$ cat src/rtl/cardinal_pkg.sv
// rtl/cardinal_pkg.sv - cardinal ISA opcode/function constants, width codes, decode helper and control FSM states
package cardinal_pkg;

  // Primary opcodes (instruction bits [0:5])
  localparam logic [0:5] OP_R_ALU     = 6'b101010;
  localparam logic [0:5] OP_LOAD      = 6'b100000;
  localparam logic [0:5] OP_STORE     = 6'b100001;
  localparam logic [0:5] OP_BRANCH_EZ = 6'b100010;
  localparam logic [0:5] OP_BRANCH_NZ = 6'b100011;
  localparam logic [0:5] OP_NOP       = 6'b111100;

  // R_ALU function codes (instruction bits [26:31])
  localparam logic [0:5] F_VNOP   = 6'b000000;
  localparam logic [0:5] F_VAND   = 6'b000001;
  localparam logic [0:5] F_VOR    = 6'b000010;
  localparam logic [0:5] F_VXOR   = 6'b000011;
  localparam logic [0:5] F_VNOT   = 6'b000100;
  localparam logic [0:5] F_VMOV   = 6'b000101;
  localparam logic [0:5] F_VADD   = 6'b000110;
  localparam logic [0:5] F_VSUB   = 6'b000111;
  localparam logic [0:5] F_VMULEU = 6'b001000;
  localparam logic [0:5] F_VMULOU = 6'b001001;
  localparam logic [0:5] F_VSLL   = 6'b001010;
  localparam logic [0:5] F_VSRL   = 6'b001011;
  localparam logic [0:5] F_VSRA   = 6'b001100;
  localparam logic [0:5] F_VRTTH  = 6'b001101;
  localparam logic [0:5] F_VDIV   = 6'b001110;
  localparam logic [0:5] F_VMOD   = 6'b001111;
  localparam logic [0:5] F_VSQEU  = 6'b010000;
  localparam logic [0:5] F_VSQOU  = 6'b010001;
  localparam logic [0:5] F_VSQRT  = 6'b010010;

  // Element width codes (instruction bits [24:25])
  localparam logic [0:1] WW_BYTE   = 2'b00;
  localparam logic [0:1] WW_HALF   = 2'b01;
  localparam logic [0:1] WW_WORD   = 2'b10;
  localparam logic [0:1] WW_DOUBLE = 2'b11;

  // Control FSM states
  typedef enum logic {
    RUN     = 1'b0,
    MC_WAIT = 1'b1
  } state_e;

  // Register usage of the instruction sitting in ID
  typedef struct packed {
    logic rd_ra;  // reads rA
    logic rd_rb;  // reads rB
    logic rd_rd;  // reads rD (store data, branch condition)
    logic wr;     // writes rD
    logic mc;     // multi-cycle ALU operation
    logic bez;    // branch if rD == 0
    logic bnz;    // branch if rD != 0
  } dec_t;

  // Classify an instruction by the registers it reads and writes
  function automatic dec_t decode(input logic [0:5] op, input logic [0:5] func);
    dec_t d;
    d = '0;
    case (op)
      OP_R_ALU: begin
        d.rd_ra = 1'b1;
        // Unary functions take only rA
        d.rd_rb = !(func inside {F_VNOT, F_VMOV, F_VRTTH, F_VSQEU, F_VSQOU, F_VSQRT});
        d.wr    = (func != F_VNOP);
        d.mc    = (func inside {F_VDIV, F_VMOD, F_VSQRT});
      end
      OP_LOAD: begin
        d.rd_ra = 1'b1;
        d.wr    = 1'b1;
      end
      OP_STORE: begin
        d.rd_ra = 1'b1;
        d.rd_rd = 1'b1;
      end
      OP_BRANCH_EZ: begin
        d.rd_rd = 1'b1;
        d.bez   = 1'b1;
      end
      OP_BRANCH_NZ: begin
        d.rd_rd = 1'b1;
        d.bnz   = 1'b1;
      end
      default: d = '0;
    endcase
    return d;
  endfunction

endpackage

$ cat src/rtl/hazard_scoreboard.sv
// rtl/hazard_scoreboard.sv - two-slot in-flight destination tracker with RAW comparators; honours HAZ_R0_ZERO_EN
module hazard_scoreboard
  import cardinal_pkg::*;
(
  input  logic       i_clk,
  input  logic       i_rst_n,
  input  logic       i_hold,
  input  logic       i_wr_en,
  input  logic [0:4] i_wr_rd,
  input  logic       i_ra_en,
  input  logic [0:4] i_ra,
  input  logic       i_rb_en,
  input  logic [0:4] i_rb,
  input  logic       i_rd_en,
  input  logic [0:4] i_rd,
  output logic       o_raw_hit
);

  logic       r_ex_v;
  logic [0:4] r_ex_rd;
  logic       r_wb_v;
  logic [0:4] r_wb_rd;

  logic w_ra_chk;
  logic w_rb_chk;
  logic w_rd_chk;
  logic w_wr_rec;

`ifdef HAZ_R0_ZERO_EN
  // r0 is constant zero: never a source of hazards, never worth recording
  assign w_ra_chk = i_ra_en && (i_ra != 5'd0);
  assign w_rb_chk = i_rb_en && (i_rb != 5'd0);
  assign w_rd_chk = i_rd_en && (i_rd != 5'd0);
  assign w_wr_rec = i_wr_en && (i_wr_rd != 5'd0);
`else
  assign w_ra_chk = i_ra_en;
  assign w_rb_chk = i_rb_en;
  assign w_rd_chk = i_rd_en;
  assign w_wr_rec = i_wr_en;
`endif

  // Compare every source read in ID against both in-flight destinations
  always_comb begin
    o_raw_hit = 1'b0;
    if (w_ra_chk && ((r_ex_v && (r_ex_rd == i_ra)) || (r_wb_v && (r_wb_rd == i_ra)))) o_raw_hit = 1'b1;
    if (w_rb_chk && ((r_ex_v && (r_ex_rd == i_rb)) || (r_wb_v && (r_wb_rd == i_rb)))) o_raw_hit = 1'b1;
    if (w_rd_chk && ((r_ex_v && (r_ex_rd == i_rd)) || (r_wb_v && (r_wb_rd == i_rd)))) o_raw_hit = 1'b1;
  end

  // Slots shadow ID_EX and EX_MEM; a hold freezes EX while EX_MEM drains to a bubble
  always_ff @(posedge i_clk or negedge i_rst_n) begin
    if (!i_rst_n) begin
      r_ex_v  <= 1'b0;
      r_ex_rd <= '0;
      r_wb_v  <= 1'b0;
      r_wb_rd <= '0;
    end else if (i_hold) begin
      r_wb_v  <= 1'b0;
    end else begin
      r_wb_v  <= r_ex_v;
      r_wb_rd <= r_ex_rd;
      r_ex_v  <= w_wr_rec;
      r_ex_rd <= i_wr_rd;
    end
  end

endmodule

$ cat src/rtl/pipeline_hazard_ctrl.sv
// rtl/pipeline_hazard_ctrl.sv - cardinal pipeline stall/flush/branch/multi-cycle control; optional HAZ_R0_ZERO_EN
module pipeline_hazard_ctrl
  import cardinal_pkg::*;
#(
  parameter int unsigned MC_TIMEOUT = 64
) (
  input  logic       i_clk,
  input  logic       i_rst_n,
  input  logic       i_id_valid,
  input  logic [0:5] i_id_op,
  input  logic [0:4] i_id_rd,
  input  logic [0:4] i_id_ra,
  input  logic [0:4] i_id_rb,
  input  logic [0:5] i_id_func,
  input  logic       i_id_rd_zero,
  input  logic       i_mc_done,
  output logic       o_pc_we,
  output logic       o_if_id_we,
  output logic       o_if_id_flush,
  output logic       o_id_ex_bubble,
  output logic       o_ex_hold,
  output logic       o_br_taken,
  output logic       o_mc_start,
  output logic       o_mc_timeout
);

  localparam int unsigned    CW       = $clog2(MC_TIMEOUT + 1);
  localparam logic [CW-1:0]  CNT_LAST = CW'(MC_TIMEOUT - 1);

  state_e        r_state;
  state_e        w_next;
  logic [CW-1:0] r_cnt;
  logic          r_mc_start;

  dec_t          w_dec;
  logic          w_raw_hit;
  logic          w_eval;
  logic          w_issue;
  logic          w_taken;
  logic          w_cnt_hit;
  logic          w_wr_en;

  // Flushed IF_ID contents use no registers at all
  always_comb begin
    w_dec = '0;
    if (i_id_valid) w_dec = decode(i_id_op, i_id_func);
  end

  assign w_taken   = (w_dec.bez && i_id_rd_zero) || (w_dec.bnz && !i_id_rd_zero);
  // r_cnt counts MC_WAIT cycles already spent, so this is the MC_TIMEOUT-th one
  assign w_cnt_hit = (r_cnt == CNT_LAST);
  assign w_wr_en   = w_issue && w_dec.wr;

  hazard_scoreboard u_scoreboard (
    .i_clk     (i_clk),
    .i_rst_n   (i_rst_n),
    .i_hold    (o_ex_hold),
    .i_wr_en   (w_wr_en),
    .i_wr_rd   (i_id_rd),
    .i_ra_en   (w_dec.rd_ra),
    .i_ra      (i_id_ra),
    .i_rb_en   (w_dec.rd_rb),
    .i_rb      (i_id_rb),
    .i_rd_en   (w_dec.rd_rd),
    .i_rd      (i_id_rd),
    .o_raw_hit (w_raw_hit)
  );

  // Next state and pipeline enables; a release cycle decides ID exactly like RUN
  always_comb begin
    w_next         = r_state;
    w_eval         = 1'b0;
    w_issue        = 1'b0;
    o_pc_we        = 1'b0;
    o_if_id_we     = 1'b0;
    o_if_id_flush  = 1'b0;
    o_id_ex_bubble = 1'b0;
    o_ex_hold      = 1'b0;
    o_br_taken     = 1'b0;
    o_mc_timeout   = 1'b0;

    case (r_state)
      RUN: w_eval = 1'b1;
      MC_WAIT: begin
        if (i_mc_done) begin
          w_eval = 1'b1;
        end else if (w_cnt_hit) begin
          w_eval       = 1'b1;
          o_mc_timeout = 1'b1;
        end else begin
          o_ex_hold = 1'b1;
        end
      end
      default: w_next = RUN;
    endcase

    if (w_eval) begin
      w_next = RUN;
      if (w_raw_hit) begin
        // Stall wins over branch resolution: the branch may be waiting on its own rD
        o_id_ex_bubble = 1'b1;
      end else begin
        w_issue    = 1'b1;
        o_pc_we    = 1'b1;
        o_if_id_we = 1'b1;
        if (w_taken) begin
          o_br_taken    = 1'b1;
          o_if_id_flush = 1'b1;
        end
        if (w_dec.mc) w_next = MC_WAIT;
      end
    end

    // Outputs take their quiescent values for the whole time reset is held
    if (!i_rst_n) begin
      w_next         = RUN;
      w_issue        = 1'b0;
      o_pc_we        = 1'b0;
      o_if_id_we     = 1'b0;
      o_if_id_flush  = 1'b1;
      o_id_ex_bubble = 1'b1;
      o_ex_hold      = 1'b0;
      o_br_taken     = 1'b0;
      o_mc_timeout   = 1'b0;
    end
  end

  // State register, MC_WAIT cycle counter and the registered start pulse
  always_ff @(posedge i_clk or negedge i_rst_n) begin
    if (!i_rst_n) begin
      r_state    <= RUN;
      r_cnt      <= '0;
      r_mc_start <= 1'b0;
    end else begin
      r_state    <= w_next;
      r_cnt      <= o_ex_hold ? (r_cnt + CW'(1)) : '0;
      r_mc_start <= w_issue && w_dec.mc;
    end
  end

  assign o_mc_start = r_mc_start;

endmodule

$ cat config.mk
export PLATFORM = sky130hd
export DESIGN_NAME = pipeline_hazard_ctrl
export DESIGN_NICKNAME = d
export VERILOG_FILES = /design/src/rtl/cardinal_pkg.sv /design/src/rtl/hazard_scoreboard.sv /design/src/rtl/pipeline_hazard_ctrl.sv
export SDC_FILE = /design/constraint.sdc
export NUM_CORES = 1
export LEC_CHECK = 0
export ABC_AREA = 1
export BUFFER_PORTS_ARGS = -buffer_cell sky130_fd_sc_hd__buf_2
export CAP_MARGIN = 10
export CORE_MARGIN = 2
export CORE_UTILIZATION = 50
export DETAILED_ROUTE_END_ITERATION = 8
export PLACE_DENSITY = 0.75
export SLEW_MARGIN = 0
export SYNTH_ARGS = -nofsm -noshare
export SYNTH_HDL_FRONTEND = slang
export SYNTH_SLANG_ARGS = --single-unit
$ cat constraint.sdc
create_clock -name i_clk -period 3.5 [get_ports i_clk]
set_clock_uncertainty 0.1 [all_clocks]
set_input_delay 0.35 -clock i_clk [delete_from_list [all_inputs] [get_ports i_clk]]
set_output_delay 0.35 -clock i_clk [all_outputs]
set_load 0.02 [all_outputs]
==> impl_metrics.py <==
metrics = {
    "detailed_routing": {
        "final_antenna_net_count": 0,
        "routed-wl-met3_um": 205,
        "dr.first_iter.drc_count": 86,
        "routed_wl_um": 3607,
        "route.detailed.vias_per_inst": 4.770,
        "routed-via-count": 1741,
        "drc_errors": 0,
        "wirelength_met1_um": 1669,
        "first_pass_drt_iterations": 4,
        "top_layer_used": "met4",
        "average_routed_wire_per_standard_cell_um": 9.882,
        "met2RoutedLength_um": 1713,
    },
    "cts": {
        "clkSinkCount": 21,
        "cts-buffers-inserted": 3,
        "worstSkewPairLatency_ps": 300,
        "cts.reportedPaths.clkPinSlew_ps": 120,
        "clock_tree.buffer_depth": 2,
        "cts.htree.levels": 1,
        "cts_tree": "done",
        "post_cts_buffers": 0,
        "ctsRootBufferMaster": "sky130_fd_sc_hd__clkbuf_4",
    },
    "die": {
        "floorplan.die.height_um": 61.69,
        "design.die.area_um2": 3806,
        "initial_utilization_pct": 53.63,
        "die_width_um": 61.69,
        "coreArea_um2": 3103,
        "floorplan.rows": 20,
        "ios": 40,
    },
    "yosys": {
        "syn_area_per_cell_um2": 5.965,
        "dominantRegCellSynth": "sky130_fd_sc_hd__dfrtp_1",
        "synth_seq_cells": 21,
        "synth_most_common_cell": "sky130_fd_sc_hd__nand2_1",
        "synth_top_area_share_pct": 31.58,
        "syn_inst": 279,
        "synth_async_sr_flop_share_pct": 100.0,
        "ys_types": 23,
        "synth.cell_area_um2": 1664,
        "number_of_enable_flip_flop_cells_after_synthesis": 0,
        "post_synth_net_total": 312,
        "yosysSeqAreaShare_pct": 31.58,
        "synthDominantAreaCellType": "sky130_fd_sc_hd__dfrtp_1",
        "synth.top_cells.by_count": "sky130_fd_sc_hd__nand2_1, sky130_fd_sc_hd__nor2_1, sky130_fd_sc_hd__inv_1, sky130_fd_sc_hd__dfrtp_1, sky130_fd_sc_hd__nand3_1",
        "synth_top_cells_by_area": "sky130_fd_sc_hd__dfrtp_1, sky130_fd_sc_hd__nand2_1, sky130_fd_sc_hd__nor2_1",
        "synth_warnings": 0,
    },
    "setup_path": {
        "cpMaxStageDelayCell": "sky130_fd_sc_hd__dlygate4sd3_1",
        "critical_path.top_delay_family": "buffers and inverters",
        "crit_chain": "dlygate4sd3_1, buf_2, inv_1, nor2_1, nand2_1, inv_1, buf_2",
        "worstPathRequired_ps": 3050,
        "critical_path_depth": 7,
        "timing.critical_path.arrival_ps": 2040,
        "critPathMaxFanout": 26,
        "setup.worst_path.end_class": "output pin",
        "category_of_the_most_critical_setup_path": "input port to output pin",
        "cp-start-kind": "input port",
        "critPathBufInv": 5,
        "reg2reg_from": "r_cnt[0]",
        "rr_worst_depth": 11,
        "worst_reg2reg_setup_slack_ps": 1610,
        "worst_setup_path_startpoint": "i_rst_n",
        "crit-reg2reg-capture": "u_scoreboard.r_ex_rd[3]",
        "cpPeakStageDelay_ps": 520,
        "worst_setup_path_endpoint": "o_if_id_we",
    },
    "timing": {
        "sum_neg_setup_slack_ps": 0,
        "finalWorstPathRequiredPeriod_ps": 2492,
        "worst_slew_pin_slew_ps": 550.8,
        "timing.slew.headroom_pct": 63.28,
        "maxSlewViolCount": 0,
        "fmax_mhz": 401.2,
        "rsz0062_at_grt": "no",
        "timing_hold_violations_final": 0,
        "final.period_utilization_pct": 71.21,
        "timing.final.ws_setup_ps": 1008,
        "finalSetupViolCount": 0,
    },
    "global_routing": {
        "grt_overflow": 0,
        "grt_pass1_wl_um": 5823,
        "first_global_vias": 1461,
        "grtUsageTotal_pct": 20.49,
        "grt_antenna_before_repair": 0,
        "maximum_number_of_pins_on_one_net_before_global_route_repair": 27,
    },
    "final_layout": {
        "finish.utilization_pct": 62.26,
        "antenna_cells": 0,
        "fin_nets": 355,
        "flow.area_growth_from_synthesis_pct": 16.09,
        "fraction_of_layout_instances_using_a_drive_strength_above_1_pct": 19.31,
    },
    "power_and_ir_drop": {
        "comb_power_share_pct": 21.0,
        "vdd_ir_drop_max_mv": 0.1635,
        "power.switching_fraction_pct": 30.03,
        "p_sw_mw": 0.1419,
        "clock_power_share_pct": 24.6,
        "internal-power_mw": 0.3306,
        "p_leak_nw": 1.115,
        "power.share.sequential_pct": 54.4,
        "p_per_area_nw_per_um2": 244.6,
    },
    "place": {
        "gp_congestion": 0.8410,
        "dpl.hpwl_um": 3021,
        "worst_slack_at_placement_ps": 1445,
        "port_buffers": 39,
    },
    "worst_hold_path": {
        "hold_depth": 3,
        "min_path_type": "input port to flip-flop",
    },
    "job": {
        "cap_viol_max_count": 0,
    },
    "outcome": {
        "status": "complete, no violations",
    },
}
-- final cells by class --
cell class | count | area [um^2]
flip-flops and latches | 21 | 525.5
inverters | 43 | 161.4
well taps | 44 | 55.05
clock buffers | 3 | 22.52
repair buffers | 41 | 212.7
multi-input cells | 212 | 947.2
clock inverters | 1 | 7.507
fillers | 346 | 1171
-- timing repair --
action | in CTS | in global routing
resized for setup | 0 | 0
hold endpoints to repair | 21 | 0
hold buffers | 1 | 0
-- cell families (layout without fill, tap and decap cells) --
family / after synthesis / after routing / share of synthesized area, %
compound gates: 25 / 25 / 9.999
xor+xnor: 1 / 1 / 0.5264
fa+ha+maj: 1 / 1 / 0.7518
buf+inv: 46 / 88 / 11.50
flops: 21 / 21 / 31.58
simple gates: 185 / 185 / 45.64
-- cells in the final DEF, fill, tap and decap left out, types with 2 or more instances in the layout --
cell type | Yosys | layout
sky130_fd_sc_hd__nand2_1 | 109 | 109
sky130_fd_sc_hd__nor2_1 | 51 | 51
sky130_fd_sc_hd__inv_1 | 41 | 41
sky130_fd_sc_hd__buf_2 | 0 | 39
sky130_fd_sc_hd__dfrtp_1 | 21 | 21
sky130_fd_sc_hd__nand3_1 | 14 | 14
sky130_fd_sc_hd__o21ai_0 | 11 | 11
sky130_fd_sc_hd__o21ai_2 | 10 | 10
sky130_fd_sc_hd__nand4_1 | 3 | 3
sky130_fd_sc_hd__clkbuf_4 | 0 | 3
sky130_fd_sc_hd__inv_2 | 2 | 2
sky130_fd_sc_hd__nand2_2 | 2 | 2
sky130_fd_sc_hd__nor3_1 | 2 | 2
-- power by group through the flow --
| stage | Combinational [mW] | Clock (mW) | Sequential, mW |
|---|---|---|---|
| 6_report | 0.0993 | 0.116 | 0.257 |
| 3_3_place_gp | 0.0973 | 0 | 0.262 |
| 2_1_floorplan | 0.0582 | 0 | 0.259 |
| 5_1_grt | 0.114 | 0.132 | 0.258 |
| 3_5_place_dp | 0.0990 | 0 | 0.262 |
| 4_1_cts | 0.100 | 0.121 | 0.257 |
-- flip-flops by register name, indices dropped and copies added (netlist names) --
name,flops
o_mc_start,1
r_cnt,7
r_state,1
u_scoreboard.r_ex_rd,5
u_scoreboard.r_ex_v,1
u_scoreboard.r_wb_rd,5
u_scoreboard.r_wb_v,1
-- worst reg2reg max path, stage by stage, from the launching register on --
cell	delay, ps
sky130_fd_sc_hd__dfrtp_1	420
sky130_fd_sc_hd__ha_1	210
sky130_fd_sc_hd__nand2_1	80
sky130_fd_sc_hd__inv_2	50
sky130_fd_sc_hd__nand2_2	70
sky130_fd_sc_hd__nor3b_2	50
sky130_fd_sc_hd__nand2_2	90
sky130_fd_sc_hd__nand3_4	100
sky130_fd_sc_hd__nor2_4	180
sky130_fd_sc_hd__buf_4	310
sky130_fd_sc_hd__nand2_1	110
sky130_fd_sc_hd__o21ai_2	70
-- metal layers --
layer	global-route usage, %	up-vias
met1	27.34	763
li1	-	929
met3	1.863	2
met5	0	-
met4	4.559	0
met2	36.24	47
-- per-stage QoR --
step           total power [mW]  hold slack [ps]  instance area, um^2  std cells
6_report                 0.4725            249.0                 1932        365
5_1_grt                  0.5042            250.0                 1932        365
4_1_cts                  0.4780            239.5                 1932        365
3_5_place_dp             0.3605            263.7                 1892        360
3_3_place_gp             0.3589            262.2                 1892        360
2_1_floorplan            0.3176           -45.59                 1664        279
-- worst min path at each step --
stage / slack, ps / end / start
floorplan: -50 / o_mc_start / i_rst_n
global placement: 260 / r_cnt[0] / i_rst_n
detailed placement: 260 / r_cnt[0] / i_rst_n
CTS: 240 / u_scoreboard.r_ex_rd[0] / i_id_rd[0]
global route: 250 / u_scoreboard.r_ex_rd[0] / i_id_rd[0]
finish: 250 / u_scoreboard.r_ex_rd[0] / i_id_rd[0]
No activity file was read; power rests on OpenSTA's default activity.
